$ cat config.mk
export PLATFORM = sky130hd
export DESIGN_NAME = sc_level_tick_sequencer
export DESIGN_NICKNAME = d
export VERILOG_FILES = /design/src/rtl/sc_level_tick_sequencer.sv
export SDC_FILE = /design/constraint.sdc
export NUM_CORES = 1
export LEC_CHECK = 0
export CAP_MARGIN = 40
export CORE_MARGIN = 2
export CORE_UTILIZATION = 30
export CTS_CLUSTER_DIAMETER = 50
export DETAILED_ROUTE_END_ITERATION = 8
export SLEW_MARGIN = 20
export SYNTH_ARGS = -nofsm -noshare
export SYNTH_HDL_FRONTEND = slang
export SYNTH_SLANG_ARGS = --single-unit
$ cat constraint.sdc
create_clock -name SC_LEVELTICK_CLOCK_50 -period 2.6 [get_ports SC_LEVELTICK_CLOCK_50]
set_clock_uncertainty 0.15 [all_clocks]
set_input_delay 0.52 -clock SC_LEVELTICK_CLOCK_50 [delete_from_list [all_inputs] [get_ports SC_LEVELTICK_CLOCK_50]]
set_output_delay 0.52 -clock SC_LEVELTICK_CLOCK_50 [all_outputs]
set_load 0.01 [all_outputs]
$ cat src/rtl/sc_level_tick_sequencer.sv
// Level-driven load-tick sequencer: maps the level to a speed tier and emits a one-cycle
// LOAD strobe every tier period, with start, pause, inter-tier blanking and end-of-game stop.
module sc_level_tick_sequencer #(
  parameter int unsigned LEVELWIDTH   = 8,
  parameter int unsigned TIMERWIDTH   = 25,
  parameter int unsigned TH0          = 10,
  parameter int unsigned TH1          = 32,
  parameter int unsigned TH2          = 59,
  parameter int unsigned PERIOD0      = 17500000,
  parameter int unsigned PERIOD1      = 15000000,
  parameter int unsigned PERIOD2      = 12500000,
  parameter int unsigned BLANK_CYCLES = 25000000
) (
  input  logic                  SC_LEVELTICK_CLOCK_50,
  input  logic                  SC_LEVELTICK_RESET_InHigh,
  input  logic                  SC_LEVELTICK_START_InLow,
  input  logic                  SC_LEVELTICK_PAUSE_InHigh,
  input  logic [LEVELWIDTH-1:0] SC_LEVELTICK_LEVEL,
  output logic                  SC_LEVELTICK_LOAD_OUT,
  output logic [1:0]            SC_LEVELTICK_TIER_OUT,
  output logic [2:0]            SC_LEVELTICK_MUXSEL_OUT,
  output logic [TIMERWIDTH-1:0] SC_LEVELTICK_PERIOD_OUT,
  output logic                  SC_LEVELTICK_BLANK_OUT,
  output logic                  SC_LEVELTICK_DONE_OUT
);

  localparam logic [LEVELWIDTH-1:0] Th0Lvl = LEVELWIDTH'(TH0);
  localparam logic [LEVELWIDTH-1:0] Th1Lvl = LEVELWIDTH'(TH1);
  localparam logic [LEVELWIDTH-1:0] Th2Lvl = LEVELWIDTH'(TH2);

  localparam logic [TIMERWIDTH-1:0] Period0Val = TIMERWIDTH'(PERIOD0);
  localparam logic [TIMERWIDTH-1:0] Period1Val = TIMERWIDTH'(PERIOD1);
  localparam logic [TIMERWIDTH-1:0] Period2Val = TIMERWIDTH'(PERIOD2);
  localparam logic [TIMERWIDTH-1:0] BlankLast  = TIMERWIDTH'(BLANK_CYCLES - 1);

  typedef enum logic [2:0] {
    StIdle,
    StRun,
    StBlank,
    StPause,
    StDone
  } state_e;

  state_e                  state_q, state_d;
  logic [1:0]              tier_q, tier_d;
  logic [TIMERWIDTH-1:0]   timer_q, timer_d;

  logic                    load_q, load_d;
  logic [1:0]              tier_out_q, tier_out_d;
  logic [2:0]              muxsel_q, muxsel_d;
  logic [TIMERWIDTH-1:0]   period_q, period_d;
  logic                    blank_q, blank_d;
  logic                    done_q, done_d;

  logic [1:0]              lvl_tier;
  logic                    lvl_over;
  logic                    tier_changed;
  logic [TIMERWIDTH-1:0]   cur_period;
  logic [TIMERWIDTH-1:0]   cur_last;
  logic                    active_d;

  function automatic logic [TIMERWIDTH-1:0] period_of(input logic [1:0] tier);
    logic [TIMERWIDTH-1:0] p;
    case (tier)
      2'd0:    p = Period0Val;
      2'd1:    p = Period1Val;
      default: p = Period2Val;
    endcase
    return p;
  endfunction

  // Level classification; unsigned compares at the level width.
  always_comb begin
    lvl_over = (SC_LEVELTICK_LEVEL > Th2Lvl);
    if (SC_LEVELTICK_LEVEL <= Th0Lvl) begin
      lvl_tier = 2'd0;
    end else if (SC_LEVELTICK_LEVEL <= Th1Lvl) begin
      lvl_tier = 2'd1;
    end else begin
      lvl_tier = 2'd2;
    end
  end

  assign tier_changed = (lvl_tier != tier_q);
  assign cur_period   = period_of(tier_q);
  assign cur_last     = cur_period - TIMERWIDTH'(1);

  always_comb begin
    state_d = state_q;
    tier_d  = tier_q;
    timer_d = timer_q;
    load_d  = 1'b0;

    unique case (state_q)
      StIdle: begin
        if (!SC_LEVELTICK_START_InLow) begin
          timer_d = '0;
          if (lvl_over) begin
            state_d = StDone;
          end else begin
            tier_d  = lvl_tier;
            state_d = StRun;
          end
        end
      end

      // Priority: game over, tier change, pause, period expiry, count.
      StRun: begin
        if (lvl_over) begin
          state_d = StDone;
          timer_d = '0;
        end else if (tier_changed) begin
          tier_d  = lvl_tier;
          state_d = StBlank;
          timer_d = '0;
        end else if (SC_LEVELTICK_PAUSE_InHigh) begin
          state_d = StPause;
        end else if (timer_q == cur_last) begin
          load_d  = 1'b1;
          timer_d = '0;
        end else begin
          timer_d = timer_q + TIMERWIDTH'(1);
        end
      end

      // Pause is deliberately not looked at here.
      StBlank: begin
        if (lvl_over) begin
          state_d = StDone;
          timer_d = '0;
        end else if (tier_changed) begin
          tier_d  = lvl_tier;
          timer_d = '0;
        end else if (timer_q == BlankLast) begin
          state_d = StRun;
          timer_d = '0;
        end else begin
          timer_d = timer_q + TIMERWIDTH'(1);
        end
      end

      // Timer and tier stay frozen; a tier change is picked up once back in RUN.
      StPause: begin
        if (lvl_over) begin
          state_d = StDone;
          timer_d = '0;
        end else if (!SC_LEVELTICK_PAUSE_InHigh) begin
          state_d = StRun;
        end
      end

      StDone: begin
        state_d = StDone;
      end

      default: begin
        state_d = StIdle;
        tier_d  = 2'd0;
        timer_d = '0;
      end
    endcase
  end

  // Outputs are registered images of the next state so they line up with the state change.
  always_comb begin
    active_d   = (state_d == StRun) || (state_d == StBlank) || (state_d == StPause);
    tier_out_d = active_d ? tier_d : 2'd0;
    muxsel_d   = active_d ? (3'b001 << tier_d) : 3'b000;
    period_d   = active_d ? period_of(tier_d) : '0;
    blank_d    = (state_d == StBlank);
    done_d     = (state_d == StDone);
  end

  always_ff @(posedge SC_LEVELTICK_CLOCK_50) begin
    if (SC_LEVELTICK_RESET_InHigh) begin
      state_q    <= StIdle;
      tier_q     <= 2'd0;
      timer_q    <= '0;
      load_q     <= 1'b0;
      tier_out_q <= 2'd0;
      muxsel_q   <= 3'b000;
      period_q   <= '0;
      blank_q    <= 1'b0;
      done_q     <= 1'b0;
    end else begin
      state_q    <= state_d;
      tier_q     <= tier_d;
      timer_q    <= timer_d;
      load_q     <= load_d;
      tier_out_q <= tier_out_d;
      muxsel_q   <= muxsel_d;
      period_q   <= period_d;
      blank_q    <= blank_d;
      done_q     <= done_d;
    end
  end

  assign SC_LEVELTICK_LOAD_OUT   = load_q;
  assign SC_LEVELTICK_TIER_OUT   = tier_out_q;
  assign SC_LEVELTICK_MUXSEL_OUT = muxsel_q;
  assign SC_LEVELTICK_PERIOD_OUT = period_q;
  assign SC_LEVELTICK_BLANK_OUT  = blank_q;
  assign SC_LEVELTICK_DONE_OUT   = done_q;

endmodule

Yosys cells after proc, flatten, opt, wreduce, memory -nomap -nowiden --
Cells that the tools add are included.
Operators by class: $add $sub $neg 2, order comparisons 3, equality and inequality tests 16, shift operators 1, multiplexer cells 31, bitwise operators 3, reduce and logical (&&, ||, !) cells 10
Operator list (count):
- 2-to-1 mux 25 bit | 9
- case mux 25 bit (5 select lines) | 1
- case mux 25 bit (2 select lines) | 2
- 2-to-1 mux 3 bit | 10
- adder 25 x 1 -> 25 bit (second input constant) | 1
- equality test 25 bit | 1
- equality test 25 bit (second input constant) | 1
- subtractor 25 x 1 -> 25 bit (second input constant) | 1
- case mux 3 bit (5 select lines) | 1
- equality test 3 x 2 -> 1 bit (second input constant) | 4
- 2-to-1 mux 2 bit | 6
- greater-than comparator 8 x 6 -> 1 bit (second input constant) | 1
- <= comparator 8 x 4 -> 1 bit (second input constant) | 1
- <= comparator 8 x 6 -> 1 bit (second input constant) | 1
- equality test 3 x 1 -> 1 bit (second input constant) | 2
- equality test 3 bit (second input constant) | 2
- case mux 2 bit (3 select lines) | 1
- OR reduction 2 bit | 3
- OR reduction 5 bit | 1
- equality test 2 x 1 -> 1 bit (second input constant) | 2
- zero test 2 bit | 2
- != test 2 bit (second input constant) | 2
- != test 4 bit (second input constant) | 1
- AND reduction 4 bit | 1
- 6 further kinds | 9
Word-level totals: register bits after elaboration 63, input port bits 12, output and inout bits 33, word-level logic and storage cells 75

Depth between registers and ports, before layout --
depth in word-level cells 12, depth in mapped cells 9, depth with buffers taken out 8

Worst setup path after synthesis --
No wires, ideal clock.
kind in2reg, start point input port SC_LEVELTICK_LEVEL[1], end point register timer_q[14], library setup time 0.064 ns, arrival 2.257 ns, required time 2.386 ns, path slack 0.129 ns, stages on the path 8, cells stage by stage or3_1 -> o31ai_2 -> a21oi_1 -> a21oi_4 -> and2b_2 -> nor2_8 -> buf_4 -> nor2_1
On the way: longest elaborated chain between the ends 7
RTL lines:
- from (decl) | RTL line 18 | input logic [LEVELWIDTH-1:0] SC_LEVELTICK_LEVEL,
- <= comparator 8 x 6 -> 1 bit | RTL line 77 | end else if (SC_LEVELTICK_LEVEL <= Th1Lvl) begin
- 2-to-1 mux 2 bit | RTL line 77
- 2-to-1 mux 2 bit | RTL line 75 | if (SC_LEVELTICK_LEVEL <= Th0Lvl) begin
- != test 2 bit | RTL line 84 | assign tier_changed = (lvl_tier != tier_q);
- 2-to-1 mux 25 bit (on tied branches) | RTL line 131, 112
- 2-to-1 mux 25 bit (on tied branches) | RTL line 128, 109
- case mux 25 bit (5 select lines) | RTL line 94 | unique case (state_q)
- to (signal assigned) | RTL line 188 | timer_q <= timer_d;
- to (decl) | RTL line 46 | logic [TIMERWIDTH-1:0] timer_q, timer_d;
Parallel ways exist; a longest one is shown, timed or not. A chain may end at the register's enable or synchronous reset.

Worst setup path in the final report --
start point input port SC_LEVELTICK_LEVEL[2], end point register timer_q[16]
The elaborated chain is that of the path after synthesis.

==> out/summary.txt <==
Worst Hold Class = reg -> reg
CP top delay family = simple AND/OR/NAND/NOR gates
Netlist Area Pre-Place = 2402 sq um
Clk sinks = 43
Status = finished clean
Hold path depth = 2
Capture point of the worst path = timer_q[16]
Drt total wl = 5840 um
Synth Area in XOR/XNOR = 0.06562
Slowest stage delay, CP = 0.44 ns
Chip height = 93.49 um
CTS Buffer Depth = 2
Final Cell Area = 3222 sq um
Sequential area share after synthesis = 0.3583
#FFs+latches synth = 43
Setup ws final = 0.05214 ns
Yosys Warn Count = 0
F_max = 392.5 MHz
FILL cells = 766
Synth unique cells = 57
Worst Setup SP = SC_LEVELTICK_LEVEL[2]
Simple-gate share of the synthesized area = 0.3500
# rows = 32
Hold_buf cts = 0
Crit share post-route = 0.9799
Drt wl/cell = 12.86 um
Initial Util = 0.3109
Synth Area in Compound Gates = 0.1125
First-pass GRT wire length = 9522 um
Crit. End Element = flip-flop
# DRC = 0
TritonCTS clock tree = yes
Final ANT Viol Nets = 0
First-pass DRT Iterations = 4
Register Area = 862.1 sq um
Placed Instance Area = 3037 sq um
CTS root buf = clkbuf_8
Vias in the first global route = 2090
Total track usage = 0.1343
Final hold violations = 0
Setup TNS = 0 ns
Synth Flop Type = dfxtp_1
Pleak = 0.001104 uW
Global route overflow = 0
Die X = 93.49 um
VDD IR max = 0.0001730 V
DIE AREA = 8739 sq um
I/O Pins = 45
Number of violations reported at the end of detailed-routing iteration 0 = 105
Final core utilization = 0.4169
Largest net degree at the start of global routing = 20
Worst reg2reg path depth = 7
Final Slew Violations = 0
Crit start category = input port
Layout area overhead = 34.11%
Slowest CP cell = clkdlybuf4s50_1
RR Startpoint = timer_q[6]
Area share of fa/ha/maj cells after synthesis = 0.005208
R2r setup slk = 0.12 ns
Final setup fails = 0
Cell count after synthesis = 291
Pre-CTS setup slack = -0.2807 ns
CP Max Fanout = 12
HPWL after detailed placement = 4373 um
WS Path Type = in -> reg
Synth async-reset ratio = 0
Reg-to-Reg End = timer_q[21]
Area contributors post-synth = dfxtp_1 36%, buf_4 6.9%, nor2_1 6.7%, xnor2_1 6.2%, nand2_1 3.9%
Worst endpoint required time = 2.63 ns
Clk_lat worst skew = 0.29 ns
Proportion of synthesized area in mux cells = 0.004167
Power Density = 392.3 nW/um^2
Vias = 2192
Share of cells above drive strength 1 = 0.2102
Multi-input gate area = 1403 sq um
Largest family of logic cells by synthesized area = simple AND/OR/NAND/NOR gates
# diodes = 0
Critical path arrival = 2.58 ns
Crit-path cells = clkdlybuf4s50_1, or3_4, o311ai_2, a31o_2, a21oi_4, buf_12, nor4_1, xnor2_1, nor2_1
IO Port Bufs = 39
Stages on the worst setup path = 9
Worst Path Buf+Inv = 2
NumNets Final = 364
Minimum clock period = 2.548 ns
MaxCap Viol Count = 0
Initial antenna violation count = 0
Syn avg cell area = 8.255 sq um
RePlAce Congestion = 0.8637
Top-area cell type share of the netlist area = 0.3583
CTS Buf Count = 5
Post-synth EDFFs = 0
H-tree levels = 2
CTS clock-pin slew for the worst setup and hold paths = 0.08 ns
Final Total Pwr = 1264 uW
Core Area = 7727 sq um
Via density = 4.828
Synth cell count leaders = 43 x dfxtp_1, 43 x nor2_1, 25 x nand2_1
Synth area leader = dfxtp_1
report_power, final:
part	switching, uW	total [uW]	internal (uW)
Combinational	92.5	180	87.5
Clock	228	412	184
Sequential	7.44	672	665
repair_timing:
action,in CTS,in global routing
setup buffers,0,1
endpoints found under the setup margin,0,24
resized for setup,0,13
hold endpoints to repair,0,0
flip-flops by register name (all words and copies together) (netlist names):
register,count
SC_LEVELTICK_TIER_OUT,1
tier_q,2
SC_LEVELTICK_LOAD_OUT,1
SC_LEVELTICK_DONE_OUT,1
state_q,3
timer_q,25
SC_LEVELTICK_PERIOD_OUT,6
SC_LEVELTICK_MUXSEL_OUT,3
SC_LEVELTICK_BLANK_OUT,1
layout by cell type, fill, tap and decap left out, types with 8 or more instances in the layout:
| master | count |
|---|---|
| nor2_1 | 43 |
| inv_1 | 8 |
| dfxtp_1 | 42 |
| xnor2_1 | 17 |
| nand2_1 | 25 |
| nand3_1 | 16 |
| buf_4 | 38 |
| a21oi_1 | 8 |
| nor3_1 | 13 |
| clkdlybuf4s50_1 | 39 |
through the flow:
| step | instances | hold slack (ns) |
|---|---|---|
| floorplan | 295 | 0.3228 |
| global placement | 444 | 0.3488 |
| detailed placement | 444 | 0.3559 |
| CTS | 452 | 0.3669 |
| global route | 454 | 0.3950 |
| finish | 454 | 0.3592 |
layer usage:
metal / track usage / wire length, um / share of wire
met1: 0.1762 / 2750 / 0.47
met3: 0.01531 / 149 / 0.026
met5: 0 / 0 / 0
met4: 0.05637 / 123 / 0.021
met2: 0.2230 / 2817 / 0.48
layout make-up:
cell class | instances | area share
multi-input combinational | 214 | 0.4353
sequential | 43 | 0.2676
timing repair buffer | 79 | 0.2221
tap | 102 | 0.03961
clock buffer | 5 | 0.02136
inverter | 8 | 0.009320
clock inverter | 3 | 0.004660
cell families (layout without fill, tap and decap cells):
kind of cell	Yosys count	in the layout
AO/OA/AOI/OAI	37	37
XOR/XNOR	18	18
adder cells (fa/ha/maj)	1	1
buffers and inverters	39	95
flip-flops	43	43
multiplexers	1	1
other	1	5
AND/OR/NAND/NOR	151	152
worst min path at each step:
stage,end,start
floorplan,timer_q[4],timer_q[4]
global placement,timer_q[4],timer_q[4]
detailed placement,timer_q[4],timer_q[4]
CTS,timer_q[4],timer_q[4]
global route,timer_q[4],timer_q[4]
finish,timer_q[4],timer_q[4]
tightest hold or removal path: cells and delay by family, from the launching register on:
family / cells / cell delay (ns)
DFF: 1 / 0.34
and+or+nand+nor: 2 / 0.11
No activity file was read; power rests on OpenSTA's default activity.
==> RTL change 1, RTL diff (config.mk and constraints unchanged) <==
Set the parameter `TIMERWIDTH` to 29 (it was 25).
--- a/src/rtl/sc_level_tick_sequencer.sv
+++ b/src/rtl/sc_level_tick_sequencer.sv
@@ -4,3 +4,3 @@
   parameter int unsigned LEVELWIDTH   = 8,
-  parameter int unsigned TIMERWIDTH   = 25,
+  parameter int unsigned TIMERWIDTH   = 29,
   parameter int unsigned TH0          = 10,
Ports: changed (resized SC_LEVELTICK_PERIOD_OUT); port bits go from 45 to 49. The function was not compared with the original's and may differ.
==> RTL change 1 against the unedited design <==
The run now ends with negative setup slack left. First-iteration DRC count grew 100%. Power grew 6.1%. Sequential cell count grew 4. Wire length grew 32%. Worst setup slack lost 0.055 ns. Synthesized cell count grew 11%. Final area grew 18%. Synthesized area grew 12%. Critical endpoint is now timer_q[0]$_SDFFE_PP0P_. Largest cell class unchanged. Highest routed layer unchanged.
==> RTL change 1: results (changes against the unedited design) <==
Setup path
  • CP max-delay cell: or4_4 (was clkdlybuf4s50_1)
  • Worst reg2reg startpoint: timer_q[0]$_SDFFE_PP0P_ (was timer_q[6]$_SDFFE_PP0P_)
  • CP arrival: 2.70 ns (was 2.58 ns)
  • Reg2reg end: timer_q[17]$_SDFFE_PP0P_ (was timer_q[21]$_SDFFE_PP0P_)
  • CP max stage delay: 0.54 ns (was 0.44 ns)
  • Reg-to-reg slack, setup: 0.09 ns (was 0.12 ns)
  • R2R cell count: 9 (was 7)
  • Worst-path fanout max: 5 (was 12)

STA
  • Final setup fails: 1 (was 0)
  • Hold WS: 0.356 ns (was 0.359 ns)
  • Final Worst Setup Slack: -0.00331 ns (was 0.0521 ns)
  • Setup TNS: -0.00331 ns (was 0 ns)

Routing
  • Routed via count: 2706 (was 2192)
  • TritonRoute pass-1 iters: 5 (was 4)
  • Routed wire length: 7.69 mm (was 5.84 mm)

Global route
  • Largest net degree at the start of global routing: 14 (was 20)
  • First-pass GRT wire length: 12.3 mm (was 9.52 mm)
  • Vias in the first global route: 2603 (was 2090)
  • GRT Total Usage: 15.6% (was 13.4%)

Placement
  • Placed inst area: 3540 um^2 (was 3040 um^2)
  • DP Cell Count: 506 (was 444)
  • Pre-CTS WS: -0.691 ns (was -0.281 ns)

Synthesis
  • Adder-Cell Fraction of Synth Area: 0.466% (was 0.521%)
  • Register area share after synthesis: 35.1% (was 35.8%)
  • Synth Area in Compound Gates: 14.2% (was 11.3%)
  • Synth cell count leaders: dfxtp_1, nor2_1, buf_4, nand3_1, nand4_1 (was dfxtp_1, nor2_1, nand2_1, buf_4, xnor2_1)
  • XOR/XNOR Fraction of Synth Area: 6.86% (was 6.56%)
  • Library cells used by synthesis: 63 (was 57)
  • Largest cells by area after synthesis: dfxtp_1, buf_4, nor2_1 (unchanged)

Hold path
  • WHS Endpoint: timer_q[28]$_SDFFE_PP0P_ (was timer_q[4]$_SDFFE_PP0P_)
  • Hold path start: timer_q[28]$_SDFFE_PP0P_ (was timer_q[4]$_SDFFE_PP0P_)

Clocking
  • H-tree depth: 2 (unchanged)

Outcome
  • Failing checks: negative setup slack
  • Status: complete, but fails checks (was finished, final reports clean)

Finish
  • Nets: 424 (was 364)
  • Number of flip-flops under the largest register name: 29 (was 25)
  • Non-filler cells, final: 520 (was 454)

Pwr
  • IR drop worst, VDD: 0.000206 V (was 0.000173 V)
## RTL change 1: report_power, final
part	internal [mW]	switching, mW
Clock	0.189	0.241
Sequential	0.725	0.00714
Combinational	0.0793	0.0987
Total	0.994	0.347
## RTL change 1: what timing repair did
item / CTS / global route
setup buffers: 0 / 2
setup endpoints to repair: 42 / 40
cloned: 4 / 1
hold endpoints to repair: 0 / 0
gates resized for setup: 23 / 29
pin swaps: 15 / 15
## RTL change 1: layer usage
layer	track usage [%]	wire, um	vias to the layer above	part of all wire, %
met5	0	0	-	0
met4	4.85	114	0	1.5
met3	3.19	452	11	5.9
met2	27.3	3740	101	49
met1	19.2	3380	1273	44
li1	-	-	1321	-
## RTL change 1: layout make-up
cell class              count  area [um^2]
well taps                 108          135
clock inverters             1         5.00
repair buffers            106          905
multi-input cells         244         1730
fillers                   873         4860
clock buffers               7         76.3
flip-flops and latches     47          941
inverters                   7         26.3
==> RTL change 2, RTL diff (config.mk and constraints unchanged) <==
Made on the original files. One comparison of `timer_q` changes from == to >=.
--- a/src/rtl/sc_level_tick_sequencer.sv
+++ b/src/rtl/sc_level_tick_sequencer.sv
@@ -133,3 +133,3 @@
           timer_d = '0;
-        end else if (timer_q == BlankLast) begin
+        end else if (timer_q >= BlankLast) begin
           state_d = StRun;
Behaviour: no difference found for any inputs over 10 cycles, from zero or initial values and one cycle with SC_LEVELTICK_RESET_InHigh high; that may be too few to reach the edited logic, so the function may still have changed.
==> RTL change 2 against the unedited design <==
Worst setup slack better by 0.017 ns. Synthesized area up 6.1%. Sequential cell count unchanged. Global-route usage up 2.1 points. Wire length up 19%. First-iteration DRC count up 100%. Final area up 8.2%. Power up 5.3%. Largest cell class unchanged. Highest routed layer unchanged.
==> RTL change 2: results (changes against the unedited design) <==
Setup path
  • CP Capture Point: timer_q[24]$_SDFFE_PP0P_ (was timer_q[16]$_SDFFE_PP0P_)
  • R2R cell count: 9 (was 7)
  • CP max-delay cell: or4_1 (was clkdlybuf4s50_1)
  • Worst-path fanout max: 19 (was 12)
  • Worst reg2reg startpoint: tier_q[0]$_SDFF_PP0_ (was timer_q[6]$_SDFFE_PP0P_)

Placement
  • Pre-CTS WS: -0.540 ns (was -0.281 ns)
  • Placed inst area: 3220 um^2 (was 3040 um^2)
  • Hpwl dp: 4.89 mm (was 4.37 mm)
  • GP Congestion: 0.831 (was 0.864)

Routing
  • Routed wire length: 6.98 mm (was 5.84 mm)
  • Vias per inst: 5.41 (was 4.83)
  • Wirelength per Cell: 14.3 um (was 12.9 um)

STA
  • FMAX: 395 MHz (was 392 MHz)
  • Hold WS: 0.384 ns (was 0.359 ns)

Hold path
  • WHS Endpoint: timer_q[12]$_SDFFE_PP0P_ (was timer_q[4]$_SDFFE_PP0P_)
  • Hold path start: timer_q[12]$_SDFFE_PP0P_ (was timer_q[4]$_SDFFE_PP0P_)

Finish
  • Share of post-route cells with drive strength above 1: 24.3% (was 21.0%)
  • Sequential cell area share: 24.7% (was 26.8%)
  • ClkCell Share: 2.66% (was 2.60%)
  • Multi-input logic area: 1490 um^2 (was 1400 um^2)
  • Non-Clock Buffer Count: 100 (was 79)
  • Post-layout util: 42.4% (was 41.7%)
  • Comb_multi_in: 221 (was 214)
  • Nets: 394 (was 364)

Global route
  • Largest net degree at the start of global routing: 26 (was 20)
  • GRT Total Usage: 15.5% (was 13.4%)
  • Vias in the first global route: 2458 (was 2090)

Outcome
  • Status: finished, final reports clean (unchanged)

Pwr
  • Leak: 1.18 nW (was 1.10 nW)
  • IR drop worst, VDD: 0.000168 V (was 0.000173 V)

Clocking
  • Post-CTS Repair Setup Buffers: 8 (was 0)
  • PostCTS Resize Cnt: 27 (was 0)

Synthesis
  • Synth cell count leaders: dfxtp_1, nand2_1, a22oi_1, buf_4, nor2_1 (was dfxtp_1, nor2_1, nand2_1, buf_4, xnor2_1)
  • Library cells used by synthesis: 60 (was 57)
  • Largest cells by area after synthesis: dfxtp_1, a22oi_1, buf_4 (was dfxtp_1, buf_4, nor2_1)
  • Synth Instances: 306 (was 291)
[RTL change 2: power by group]
group	switching, mW	total (mW)	internal [mW]
clock network	0.250	0.443	0.192
logic	0.102	0.216	0.113
registers	0.00762	0.672	0.665
total	0.360	1.33	0.970
[RTL change 2: cell families (layout without fill, tap and decap cells)]
kind of cell / Yosys count / count (layout) / synth area share [%]
simple gates: 129 / 129 / 29.2
fa+ha+maj: 1 / 1 / 0.491
compound gates: 84 / 84 / 24.8
xor+xnor: 1 / 1 / 0.344
buf+inv: 46 / 118 / 10.8
flops: 43 / 43 / 33.8
other cells: 1 / 5 / 0.147
mux: 1 / 1 / 0.393
[RTL change 2: per-layer routing]
layer / GRT usage, % / part of all wire (%) / vias to the layer above
met5: 0 / 0 / -
li1: - / - / 1289
met3: 3.52 / 5.9 / 18
met4: 5.00 / 1.7 / 0
met1: 18.9 / 45 / 1232
met2: 26.8 / 47 / 95
